[config.mk]
export PLATFORM = sky130hd
export DESIGN_NAME = execute_stage
export DESIGN_NICKNAME = d
export VERILOG_FILES = /design/src/rtl/cpu_pkg.sv /design/src/rtl/mul_div_iter.sv /design/src/rtl/execute_stage.sv
export SDC_FILE = /design/constraint.sdc
export NUM_CORES = 1
export LEC_CHECK = 0
export BUFFER_PORTS_ARGS = -buffer_cell sky130_fd_sc_hd__buf_2
export CAP_MARGIN = 20
export CORE_MARGIN = 2
export CORE_UTILIZATION = 30
export CTS_CLUSTER_SIZE = 12
export DETAILED_ROUTE_END_ITERATION = 8
export PLACE_DENSITY = 0.43
export SLEW_MARGIN = 0
export SYNTH_ARGS = -nofsm -noshare
export SYNTH_HDL_FRONTEND = slang
export SYNTH_SLANG_ARGS = --single-unit
[constraint.sdc]
create_clock -name clock -period 5.24 [get_ports clock]
set_clock_uncertainty 0.2 [all_clocks]
set_input_delay 1.048 -clock clock [delete_from_list [all_inputs] [get_ports clock]]
set_output_delay 1.048 -clock clock [all_outputs]
set_load 0.1 [all_outputs]
[src/rtl/cpu_pkg.sv]
// Shared definitions for the execute stage: opcode encodings, FSM state
// encoding of the iterative unit, and the datapath width.
package cpu_pkg;

    localparam int XLEN = 32;

    // Opcode values 12..15 are unused and produce a zero result.
    localparam logic [3:0] OP_ADD  = 4'd0;
    localparam logic [3:0] OP_SUB  = 4'd1;
    localparam logic [3:0] OP_AND  = 4'd2;
    localparam logic [3:0] OP_OR   = 4'd3;
    localparam logic [3:0] OP_XOR  = 4'd4;
    localparam logic [3:0] OP_SLT  = 4'd5;
    localparam logic [3:0] OP_SLTU = 4'd6;
    localparam logic [3:0] OP_SLL  = 4'd7;
    localparam logic [3:0] OP_SRL  = 4'd8;
    localparam logic [3:0] OP_SRA  = 4'd9;
    localparam logic [3:0] OP_DIVU = 4'd10;
    localparam logic [3:0] OP_MUL  = 4'd11;

    localparam logic [0:0] ST_IDLE = 1'b0;
    localparam logic [0:0] ST_RUN  = 1'b1;

endpackage

[src/rtl/mul_div_iter.sv]
// Iterative 32-step unsigned multiply (shift-add) and divide (restoring).
// done_o/result_o are combinational and valid on the edge that finishes step 32.
module mul_div_iter
    import cpu_pkg::*;
(
    input  logic            clock,
    input  logic            reset,
    input  logic            start_i,
    input  logic            is_div_i,
    input  logic [XLEN-1:0] op_a_i,
    input  logic [XLEN-1:0] op_b_i,
    output logic            busy_o,
    output logic            done_o,
    output logic [XLEN-1:0] result_o
);

    logic [0:0]      state_q, state_d;
    logic [4:0]      count_q, count_d;
    logic            is_div_q, div_zero_q;
    // x: multiplicand / dividend-quotient, y: multiplier / divisor, acc: product / remainder
    logic [XLEN-1:0] x_q, x_d, y_q, y_d, acc_q, acc_d;
    logic [XLEN:0]   rem_sh, diff;

    always_comb begin
        state_d = state_q;
        count_d = count_q;
        x_d     = x_q;
        y_d     = y_q;
        acc_d   = acc_q;
        rem_sh  = '0;
        diff    = '0;
        done_o  = 1'b0;
        if (state_q == ST_IDLE) begin
            if (start_i) begin
                state_d = ST_RUN;
                count_d = '0;
                x_d     = op_a_i;
                y_d     = op_b_i;
                acc_d   = '0;
            end
        end else begin
            if (is_div_q) begin
                rem_sh = {acc_q, x_q[XLEN-1]};
                diff   = rem_sh - {1'b0, y_q};
                // remainder stays below the divisor, so bit XLEN of diff is the borrow
                if (!diff[XLEN]) begin
                    acc_d = diff[XLEN-1:0];
                    x_d   = {x_q[XLEN-2:0], 1'b1};
                end else begin
                    acc_d = rem_sh[XLEN-1:0];
                    x_d   = {x_q[XLEN-2:0], 1'b0};
                end
            end else begin
                acc_d = acc_q + (y_q[0] ? x_q : '0);
                x_d   = x_q << 1;
                y_d   = y_q >> 1;
            end
            count_d = count_q + 5'd1;
            if (count_q == 5'd31) begin
                done_o  = 1'b1;
                state_d = ST_IDLE;
            end
        end
    end

    assign result_o = is_div_q ? (div_zero_q ? '1 : x_d) : acc_d;
    assign busy_o   = (state_q == ST_RUN);

    always_ff @(posedge clock) begin
        if (reset) begin
            state_q    <= ST_IDLE;
            count_q    <= '0;
            x_q        <= '0;
            y_q        <= '0;
            acc_q      <= '0;
            is_div_q   <= 1'b0;
            div_zero_q <= 1'b0;
        end else begin
            state_q <= state_d;
            count_q <= count_d;
            x_q     <= x_d;
            y_q     <= y_d;
            acc_q   <= acc_d;
            if (state_q == ST_IDLE && start_i) begin
                is_div_q   <= is_div_i;
                div_zero_q <= is_div_i && (op_b_i == '0);
            end
        end
    end

endmodule

[src/rtl/execute_stage.sv]
// Execute stage: combinational ALU plus iterative MUL/DIVU, with result,
// store data and memory controls registered so they reach the memory stage together.
module execute_stage
    import cpu_pkg::*;
(
    input  logic            clock,
    input  logic            reset,
    input  logic            inValid,
    input  logic [3:0]      aluOp,
    input  logic [XLEN-1:0] operandA,
    input  logic [XLEN-1:0] operandB,
    input  logic [XLEN-1:0] inStoreData,
    input  logic            inWriteMemory,
    input  logic            inStoreByte,
    input  logic            inLoadByte,
    input  logic            inMemReg,
    output logic            busy,
    output logic            outValid,
    output logic [XLEN-1:0] aluResult,
    output logic [XLEN-1:0] dataStore,
    output logic            writeMemory,
    output logic            storeByte,
    output logic            loadByte,
    output logic            memReg
);

    logic            accept, is_div, iter_op, iter_done;
    logic [XLEN-1:0] iter_result, alu_res;
    logic [XLEN-1:0] result_q, store_q, p_store_q;
    logic            valid_q, wm_q, sb_q, lb_q, mr_q;
    logic            p_wm_q, p_sb_q, p_lb_q, p_mr_q;

    assign accept  = inValid && !busy;
    assign is_div  = (aluOp == OP_DIVU);
    assign iter_op = (aluOp == OP_MUL) || is_div;

    mul_div_iter u_iter (
        .clock    (clock),
        .reset    (reset),
        .start_i  (accept && iter_op),
        .is_div_i (is_div),
        .op_a_i   (operandA),
        .op_b_i   (operandB),
        .busy_o   (busy),
        .done_o   (iter_done),
        .result_o (iter_result)
    );

    always_comb begin
        alu_res = '0;
        case (aluOp)
            OP_ADD:  alu_res = operandA + operandB;
            OP_SUB:  alu_res = operandA - operandB;
            OP_AND:  alu_res = operandA & operandB;
            OP_OR:   alu_res = operandA | operandB;
            OP_XOR:  alu_res = operandA ^ operandB;
            OP_SLT:  alu_res = {{(XLEN-1){1'b0}}, ($signed(operandA) < $signed(operandB))};
            OP_SLTU: alu_res = {{(XLEN-1){1'b0}}, (operandA < operandB)};
            OP_SLL:  alu_res = operandA << operandB[4:0];
            OP_SRL:  alu_res = operandA >> operandB[4:0];
            OP_SRA:  alu_res = $unsigned($signed(operandA) >>> operandB[4:0]);
            default: alu_res = '0;
        endcase
    end

    // Controls of an iterative op wait in p_* until its result is ready.
    always_ff @(posedge clock) begin
        if (reset) begin
            result_q  <= '0;
            store_q   <= '0;
            valid_q   <= 1'b0;
            wm_q      <= 1'b0;
            sb_q      <= 1'b0;
            lb_q      <= 1'b0;
            mr_q      <= 1'b0;
            p_store_q <= '0;
            p_wm_q    <= 1'b0;
            p_sb_q    <= 1'b0;
            p_lb_q    <= 1'b0;
            p_mr_q    <= 1'b0;
        end else begin
            valid_q <= 1'b0;
            wm_q    <= 1'b0;
            if (accept) begin
                p_store_q <= inStoreData;
                p_wm_q    <= inWriteMemory;
                p_sb_q    <= inStoreByte;
                p_lb_q    <= inLoadByte;
                p_mr_q    <= inMemReg;
            end
            if (accept && !iter_op) begin
                result_q <= alu_res;
                valid_q  <= 1'b1;
                store_q  <= inStoreData;
                wm_q     <= inWriteMemory;
                sb_q     <= inStoreByte;
                lb_q     <= inLoadByte;
                mr_q     <= inMemReg;
            end else if (iter_done) begin
                result_q <= iter_result;
                valid_q  <= 1'b1;
                store_q  <= p_store_q;
                wm_q     <= p_wm_q;
                sb_q     <= p_sb_q;
                lb_q     <= p_lb_q;
                mr_q     <= p_mr_q;
            end
        end
    end

    assign outValid    = valid_q;
    assign aluResult   = result_q;
    assign dataStore   = store_q;
    assign writeMemory = wm_q;
    assign storeByte   = sb_q;
    assign loadByte    = lb_q;
    assign memReg      = mr_q;

endmodule

* Word level (Yosys, flattened, before mapping)
Index checks and enable logic that the tools add are counted.
** Storage, ports and cells
- Register bits :: 209
- Input bits :: 107
- Output and inout port bits :: 70
** Cells by class
- $add $sub $neg :: 5
- Magnitude comparators :: 2
- Equal/unequal tests :: 13
- Shifts and indexed selects :: 3
- Multiplexer cells :: 36
- Bitwise logic cells :: 4
- Reductions and logical operators :: 13
** Operator list (number)
- $mux W32 :: 16
- $pmux W32 S10 :: 1
- $add A32 B32 Y32 :: 2
- $lt A32 B32 Y1 :: 2
- $sub A33 B32 Y33 :: 1
- $and A32 B32 Y32 :: 1
- $logic_not A32 Y1 :: 1
- $or A32 B32 Y32 :: 1
- $shl A32 B5 Y32 :: 1
- $shr A32 B5 Y32 :: 1
- $sshr A32 B5 Y32 :: 1
- $sub A32 B32 Y32 :: 1
- $xor A32 B32 Y32 :: 1
- $mux W1 :: 17
- $eq A4 B3 Y1 const B :: 4
- $eq A4 B4 Y1 const B :: 4
- $mux W5 :: 2
- $eq A4 B2 Y1 const B :: 2
- $add A5 B1 Y5 const B :: 1
- $eq A5 B5 Y1 const B :: 1
- $logic_and A1 B1 Y1 :: 5
- $eq A4 B1 Y1 const B :: 1
- $logic_not A4 Y1 :: 1
- $reduce_bool A2 Y1 :: 2
- other kinds (5) :: 6

* Longest topological paths before layout
Gate-level depths: netlist (run 1).
- Word-level depth :: 9
- Depth in mapped cells :: 15

* By module
A second synthesis (run 1) with hierarchy kept.
** Second synthesis, totals
- Cells, all modules :: 2964
- Area, all modules :: 21702.1 um^2
** Modules (own cells, without submodules)
- execute_stage :: times used 1, cells each 1766, area an instance 12550.8 um^2
- mul_div_iter :: times used 1, cells each 1198, area an instance 9151.3 um^2

* Worst setup path after synthesis (run 1)
No wires, ideal clock.
- Path kind :: input to register
- From :: in operandB[2]
- To :: reg result_q[30], in the netlist aluResult[30]
- Setup time :: 87 ps
- Arrival time :: 4126 ps
- Data required time :: 4953 ps
- Path slack :: 827 ps
- Stages :: 15
- Cells stage by stage :: clkbuf_1 > inv_2 > buf_2 > clkbuf_1 > ha_1 > nor2b_1 > o311ai_1 > a311o_1 > o21ai_1 > and2_1 > a31oi_1 > o311a_1 > a311oi_1 > xor2_1 > o31ai_1
** Between the ends
- Cells in the longest elaborated chain, start to end :: 3
** RTL lines
- start: declaration :: line execute_stage.sv:11 : input logic [XLEN-1:0] operandB,
- $sub A32 B32 Y32 (tied with other cells) :: line execute_stage.sv:53 : OP_SUB: alu_res = operandA - operandB;
- $pmux W32 S10 (*) :: line execute_stage.sv:51 : case (aluOp)
- $mux W32 (*) :: line execute_stage.sv:91 : if (accept && !iter_op) begin
- end signal: assignment :: line execute_stage.sv:92 : result_q <= alu_res;
- end signal: assignment :: line execute_stage.sv:100 : result_q <= iter_result;
- end: declaration :: line execute_stage.sv:29 : logic [XLEN-1:0] result_q, store_q, p_store_q;
Every way passes the cells marked *; elsewhere a longest branch is shown, timed or not.
A chain may end at the register's enable or synchronous reset.

* Worst setup path after layout (run 1)
- From :: reg u_iter.y_q[0]
- To :: reg result_q[22], in the netlist aluResult[22]
** Between the ends
- Cells in the longest elaborated chain, start to end :: 7
** RTL lines
- start: declaration :: line mul_div_iter.sv:21 : logic [XLEN-1:0] x_q, x_d, y_q, y_d, acc_q, acc_d;
- start signal: assignment :: line mul_div_iter.sv:82 : y_q <= y_d;
- $sub A33 B32 Y33 / $mux W32 (equally long branches) :: line mul_div_iter.sv:44, mul_div_iter.sv:54
- $mux W32 / $add A32 B32 Y32 (equally long branches) :: line mul_div_iter.sv:46, mul_div_iter.sv:54
- $mux W32 (*) :: line mul_div_iter.sv:42 : if (is_div_q) begin
- $mux W32 (*) :: line mul_div_iter.sv:33 : if (state_q == ST_IDLE) begin
- $mux W32 (*) :: line mul_div_iter.sv:66 : assign result_o = is_div_q ? (div_zero_q ? '1 : x_d) : acc_d;
- $mux W32 (*) :: line execute_stage.sv:99 : end else if (iter_done) begin
- $mux W32 (*) :: line execute_stage.sv:91
Every way passes the cells marked *; elsewhere a longest branch is shown, timed or not. The select of a mux whose other input is x is not followed.

==> results of run 1 <==
-- per-stage QoR --
stage / worst slack, ps / std cells / hold WS [ps]
after floorplan: 827 / 2889 / 236
after global placement: 551 / 3886 / 241
after detailed placement: 547 / 3886 / 246
after CTS: 1040 / 3937 / 254
after global routing: 781 / 3937 / 267
final: 986 / 3939 / 253
-- worst reg2reg max path, cell delays in order, from the launching register on --
cell and delay (ps):
dfxtp_1 550, and2_1 190, ha_1 180, inv_1 70
fa_1 430, nand2b_1 190, a211o_1 330, a211oi_2 320
a211oi_2 200, o31a_1 370, xnor2_1 190, o21ai_0 530
a21oi_1 160, a211o_1 240
-- sequential cells by signal (all words and copies together) (netlist names) --
| register | count |
|---|---|
| aluResult | 32 |
| dataStore | 32 |
| loadByte | 1 |
| memReg | 1 |
| outValid | 1 |
| p_lb_q | 1 |
| p_mr_q | 1 |
| p_sb_q | 1 |
| p_store_q | 32 |
| p_wm_q | 1 |
| storeByte | 1 |
| u_iter.acc_q | 32 |
| u_iter.busy_o | 1 |
| u_iter.count_q | 5 |
| u_iter.div_zero_q | 1 |
| u_iter.is_div_q | 1 |
| u_iter.x_q | 32 |
| u_iter.y_q | 32 |
| writeMemory | 1 |
-- layer usage --
| layer | global-route usage, % | up-vias |
|---|---|---|
| met4 | 6.86 | 0 |
| met2 | 43.4 | 925 |
| li1 | - | 10700 |
| met1 | 38.5 | 11400 |
| met3 | 4.54 | 134 |
| met5 | 0 | - |
-- layout by cell type, fill, tap and decap left out, types with 39 or more instances in the layout --
| cell type | instances |
|---|---|
| a21o_1 | 51 |
| a31oi_1 | 39 |
| a22oi_1 | 66 |
| nand3_1 | 51 |
| mux2i_1 | 112 |
| a21oi_1 | 307 |
| o21ai_0 | 187 |
| buf_4 | 81 |
| dfxtp_1 | 208 |
| nand2_1 | 293 |
| and2_1 | 46 |
| nor3_1 | 50 |
| a211oi_1 | 74 |
| xnor2_1 | 55 |
| buf_2 | 174 |
| ha_1 | 166 |
| inv_1 | 150 |
| nor2_1 | 307 |
-- cell families (layout without fill, tap and decap cells) --
family / Yosys count / after routing / synth area share [%]
AOI/OAI and AO/OA: 1009 / 1009 / 31.3
and+or+nand+nor: 902 / 902 / 19.0
buffers and inverters: 356 / 464 / 6.61
DFF: 209 / 209 / 19.7
adders and majority gates: 170 / 170 / 10.1
muxes: 166 / 166 / 10.1
xor gates and xnor gates: 77 / 77 / 3.17
other: 0 / 2 / 0
-- worst paths after layout --
path	start	end	slack, ps	depth (start not counted)
hold / removal	dataStore[0]	dataStore[0]	250	2
setup / recovery	u_iter.y_q[0]	aluResult[22]	990	13
hold reg to reg	dataStore[0]	dataStore[0]	250	2
setup reg to reg	u_iter.y_q[0]	aluResult[22]	990	13
-- power groups by stage --
stage | clock network [mW] | registers, mW | logic [mW]
after floorplan | 0 | 2.01 | 1.25
after global placement | 0 | 1.77 | 2.20
after detailed placement | 0 | 1.77 | 2.19
after CTS | 2.11 | 1.74 | 2.20
after global routing | 2.17 | 1.75 | 2.38
final | 2.07 | 1.74 | 2.23
-- area by class of cell --
type / instances / area (um2) / area share, %
Antenna cell: 2 / 5.00 / 0.0206
Clock buffer: 36 / 781 / 3.22
Clock inverter: 15 / 208 / 0.856
Inverter: 153 / 574 / 2.37
Multi-Input combinational cell: 2324 / 15800 / 64.9
Sequential cell: 209 / 4190 / 17.3
Tap cell: 940 / 1180 / 4.85
Timing Repair Buffer: 260 / 1570 / 6.47
==> results.cfg, run 1 <==
[floorplan]
pin_count = 177
core_area_um2 = 70100
rows = 97
initial_core_util_pct = 30.3
dieWidth_um = 270
die_area_um2 = 73100
fp.dieH_um = 270

[worst_setup_path]
cp_slowest_cell = dfxtp_1
crit_required_ps = 5520
cp.arrival_ps = 4530
worst-path-max-fanout = 12
cp-start-kind = flip-flop
worst-path-buf-inv = 1
cp_cell_sequence = and2_1 > ha_1 > inv_1 > fa_1 > nand2b_1 > a211o_1 > a211oi_2 > a211oi_2 > o31a_1 > xnor2_1 > o21ai_0 > a21oi_1 > a211o_1
cp-end-kind = flip-flop
path_class = flip-flop to flip-flop
max_stage_delay_ps = 550
critPathTopFamily = compound AO/OA/AOI/OAI gates

[clock_tree]
postCtsResizedCells = 0
cts_tree = done
h-tree-depth = 1
hold_buffers = 0
cts_buffer_depth = 3
numClockSinks = 209
post-cts-setup-buffers = 0
worstSkewPairLatency_ps = 580
cts_root_buf = clkbuf_16
cts_buffers = 28
path_clk_slew_ps = 60

[drt]
wl_met2_mm = 46.4
drtAntennaViolNets = 0
route.met3.wl_mm = 7.27
via_per_inst = 5.88
drt_iter0_drc = 2372
top_layer = met4
routed_wl_mm = 104
drt_pass1_iterations = 5
m1WireLength_mm = 48.1
vias = 23100
drcViolationCount = 0
routedWlPerCell_um = 26.5

[yosys]
synthCells = 2889
synthTopCellsByCount = 311 x nor2_1, 308 x a21oi_1, 297 x nand2_1, 209 x dfxtp_1, 187 x o21ai_0
synth.most_common_cell = nor2_1
synthDistinctLibCells = 101
ys_ff_latch = 209
ys.warnings.count = 0
synth_area_leaders = dfxtp_1 20%, ha_1 9.8%, a21oi_1 7.2%
yosysTopAreaCell = dfxtp_1
syn_avg_cell_area_um2 = 7.37
ys_seq_area_share_pct = 19.7
synth_edf_count = 0
synth_top_area_share_pct = 19.7
synth_flop_cell = dfxtp_1
synthArstFlopShare_pct = 0
synthesis.area_um2 = 21300
synth_fp_nets = 3166

[power]
p_seq_share_pct = 28.8
switching_share_pct = 40.0
power.density_nw_per_um2 = 249
comb_power_share_pct = 36.9
p_int_mw = 3.62
p_clk_share_pct = 34.3
leakagePower_nw = 10.1
power.total_mw = 6.04
vdd_drop_max_mv = 0.259
power_switching_mw = 2.42

[timing]
worst_pin_slew_ps = 1110
fmax_mhz = 235
hold_viol = 0
final.min_clock_period_ps = 4250
relSlewSlack_pct = 25.8
drv_slew = 0
tns_ps = 0
rsz0062_at_grt = false
finalCritPeriodShare_pct = 81.2
setup_viol = 0

[place]
place_congestion = 0.982
dp_hpwl_mm = 81.5
place_area_um2 = 23300
port-buffer-count = 176

[final_layout]
final_nets = 3253
drive_gt1_share_pct = 14.3
fin_area_um2 = 24300
area_growth_syn_to_layout_pct = 14.0
num-fill-cells = 7677
fin_util_pct = 34.6

[grt]
grt_pass1_vias = 22200
overflow = 0
grt_use_total_pct = 27.4
grt_pass1_wl_mm = 152
antenna_found_initial = 4
grt_max_degree = 98

[hold_path]
hp-class = flip-flop to flip-flop

[run]
cap_violations = 0

[status]
status = completed
Power figures use the tool's default switching activity.
==> inputs of run 2 (changes only) <==
Clock period 5.24 ns to 4.19 ns, I/O delays scaled along.
==> results.cfg, run 2 (synthesized netlist as in run 1, its figures left out) <==
[worst_setup_path]
cp.arrival_ps = 4320
crit_end = aluResult[26]
reg2reg_slack_ps = 180
rr_endpoint = aluResult[26]
r2r_cells = 13
worst-path-max-fanout = 5
cp-start-kind = flip-flop
r2r-start = u_iter.acc_q[0]
crit_required_ps = 4500
cp-end-kind = flip-flop
path_class = flip-flop to flip-flop
startpoint = u_iter.acc_q[0]

[place]
port-buffer-count = 176
place_congestion = 1.01
dp_hpwl_mm = 88.0

[timing]
finalCritPeriodShare_pct = 95.7
rsz0062_at_grt = false
drv_slew = 0
relSlewSlack_pct = 43.3
final.min_clock_period_ps = 4010
tns_ps = 0
setup_viol = 0
hold_viol = 0
fmax_mhz = 249
worst_pin_slew_ps = 845

[final_layout]
area_growth_syn_to_layout_pct = 21.0
num-fill-cells = 7561
multi_input_area_um2 = 15800
final_nets = 3446
seqCellArea_um2 = 4190
drive_gt1_share_pct = 19.5
layout_common_cells = 307 x nor2_1, 307 x a21oi_1, 293 x nand2_1

[grt]
grt_max_degree = 77
grt_use_total_pct = 29.1
grt_pass1_vias = 23200
grt_pass1_wl_mm = 160
overflow = 0
antenna_found_initial = 8

[clock_tree]
postCtsResizedCells = 0
cts_tree = done
h-tree-depth = 1
numClockSinks = 209
path_clk_slew_ps = 60
cts_buffer_depth = 3
hold_buffers = 0
post-cts-setup-buffers = 0
cts_root_buf = clkbuf_16
worstSkewPairLatency_ps = 590
cts_buffers = 28

[power]
leakagePower_nw = 11.0
power.density_nw_per_um2 = 301
power.total_mw = 7.74
vdd_drop_max_mv = 0.287

[drt]
drt_iter0_drc = 2705
routed_wl_mm = 110
drt_pass1_iterations = 5
routedWlPerCell_um = 26.7
drcViolationCount = 0
via_per_inst = 5.81
drtAntennaViolNets = 0
vias = 24000

[floorplan]
core_area_um2 = 70100
pin_count = 177
rows = 97
die_area_um2 = 73100
initial_core_util_pct = 30.3
fp.dieH_um = 270
dieWidth_um = 270

[status]
status = completed

[run]
cap_violations = 0

[hold_path]
holdPathStages = 2
hp-class = flip-flop to flip-flop
## run 2: final cells by class
cell class | instances | share of cell area (%)
clock inverters | 16 | 0.831
multi-input cells | 2324 | 61.2
well taps | 940 | 4.57
repair buffers | 453 | 12.0
inverters | 153 | 2.23
clock buffers | 33 | 2.91
diodes | 2 | 0.0194
flip-flops and latches | 209 | 16.3
## run 2: per-stage QoR
step	hold slack (ps)	util, %	setup slack (ps)	cell area (um2)	std cells
after floorplan	236	-	98.1	21300	2889
after global placement	241	35.3	-139	24800	4079
after detailed placement	246	35.3	-110	24800	4079
after CTS	254	36.7	241	25700	4128
after global routing	271	36.7	23.0	25700	4128
final	254	36.7	180	25700	4130
## run 2: worst max-delay path, cell delays in order, from the launching register on
cell and delay (ps):
dfxtp_1 470, ha_1 270, inv_1 80, fa_1 430
nand2b_1 180, a211o_1 330, a211oi_2 320, a211oi_2 200
o31a_1 360, o21ai_2 260, xnor2_1 120, a222oi_1 490
a211oi_1 100, nor3_1 140
## run 2: routing by layer
layer	vias to the layer above	GRT usage, %	part of all wire [%]
li1	11100	-	-
met2	964	45.4	44
met3	119	3.21	6.5
met5	-	0	0
met1	11800	41.9	47
met4	0	8.77	3.2
## run 2: how the worst min path moves through the flow
stage	from	to	slack, ps
finish	dataStore[17]	dataStore[17]	250
CTS	dataStore[17]	dataStore[17]	250
global route	p_store_q[3]	p_store_q[3]	270
global placement	p_wm_q	p_wm_q	240
floorplan	p_wm_q	p_wm_q	240
detailed placement	dataStore[17]	dataStore[17]	250
## run 2: report_power, final
group          switching [mW]  internal [mW]  total [mW]
Clock                    1.00           1.52        2.52
Sequential             0.0863           2.09        2.18
Combinational            1.99           1.04        3.04
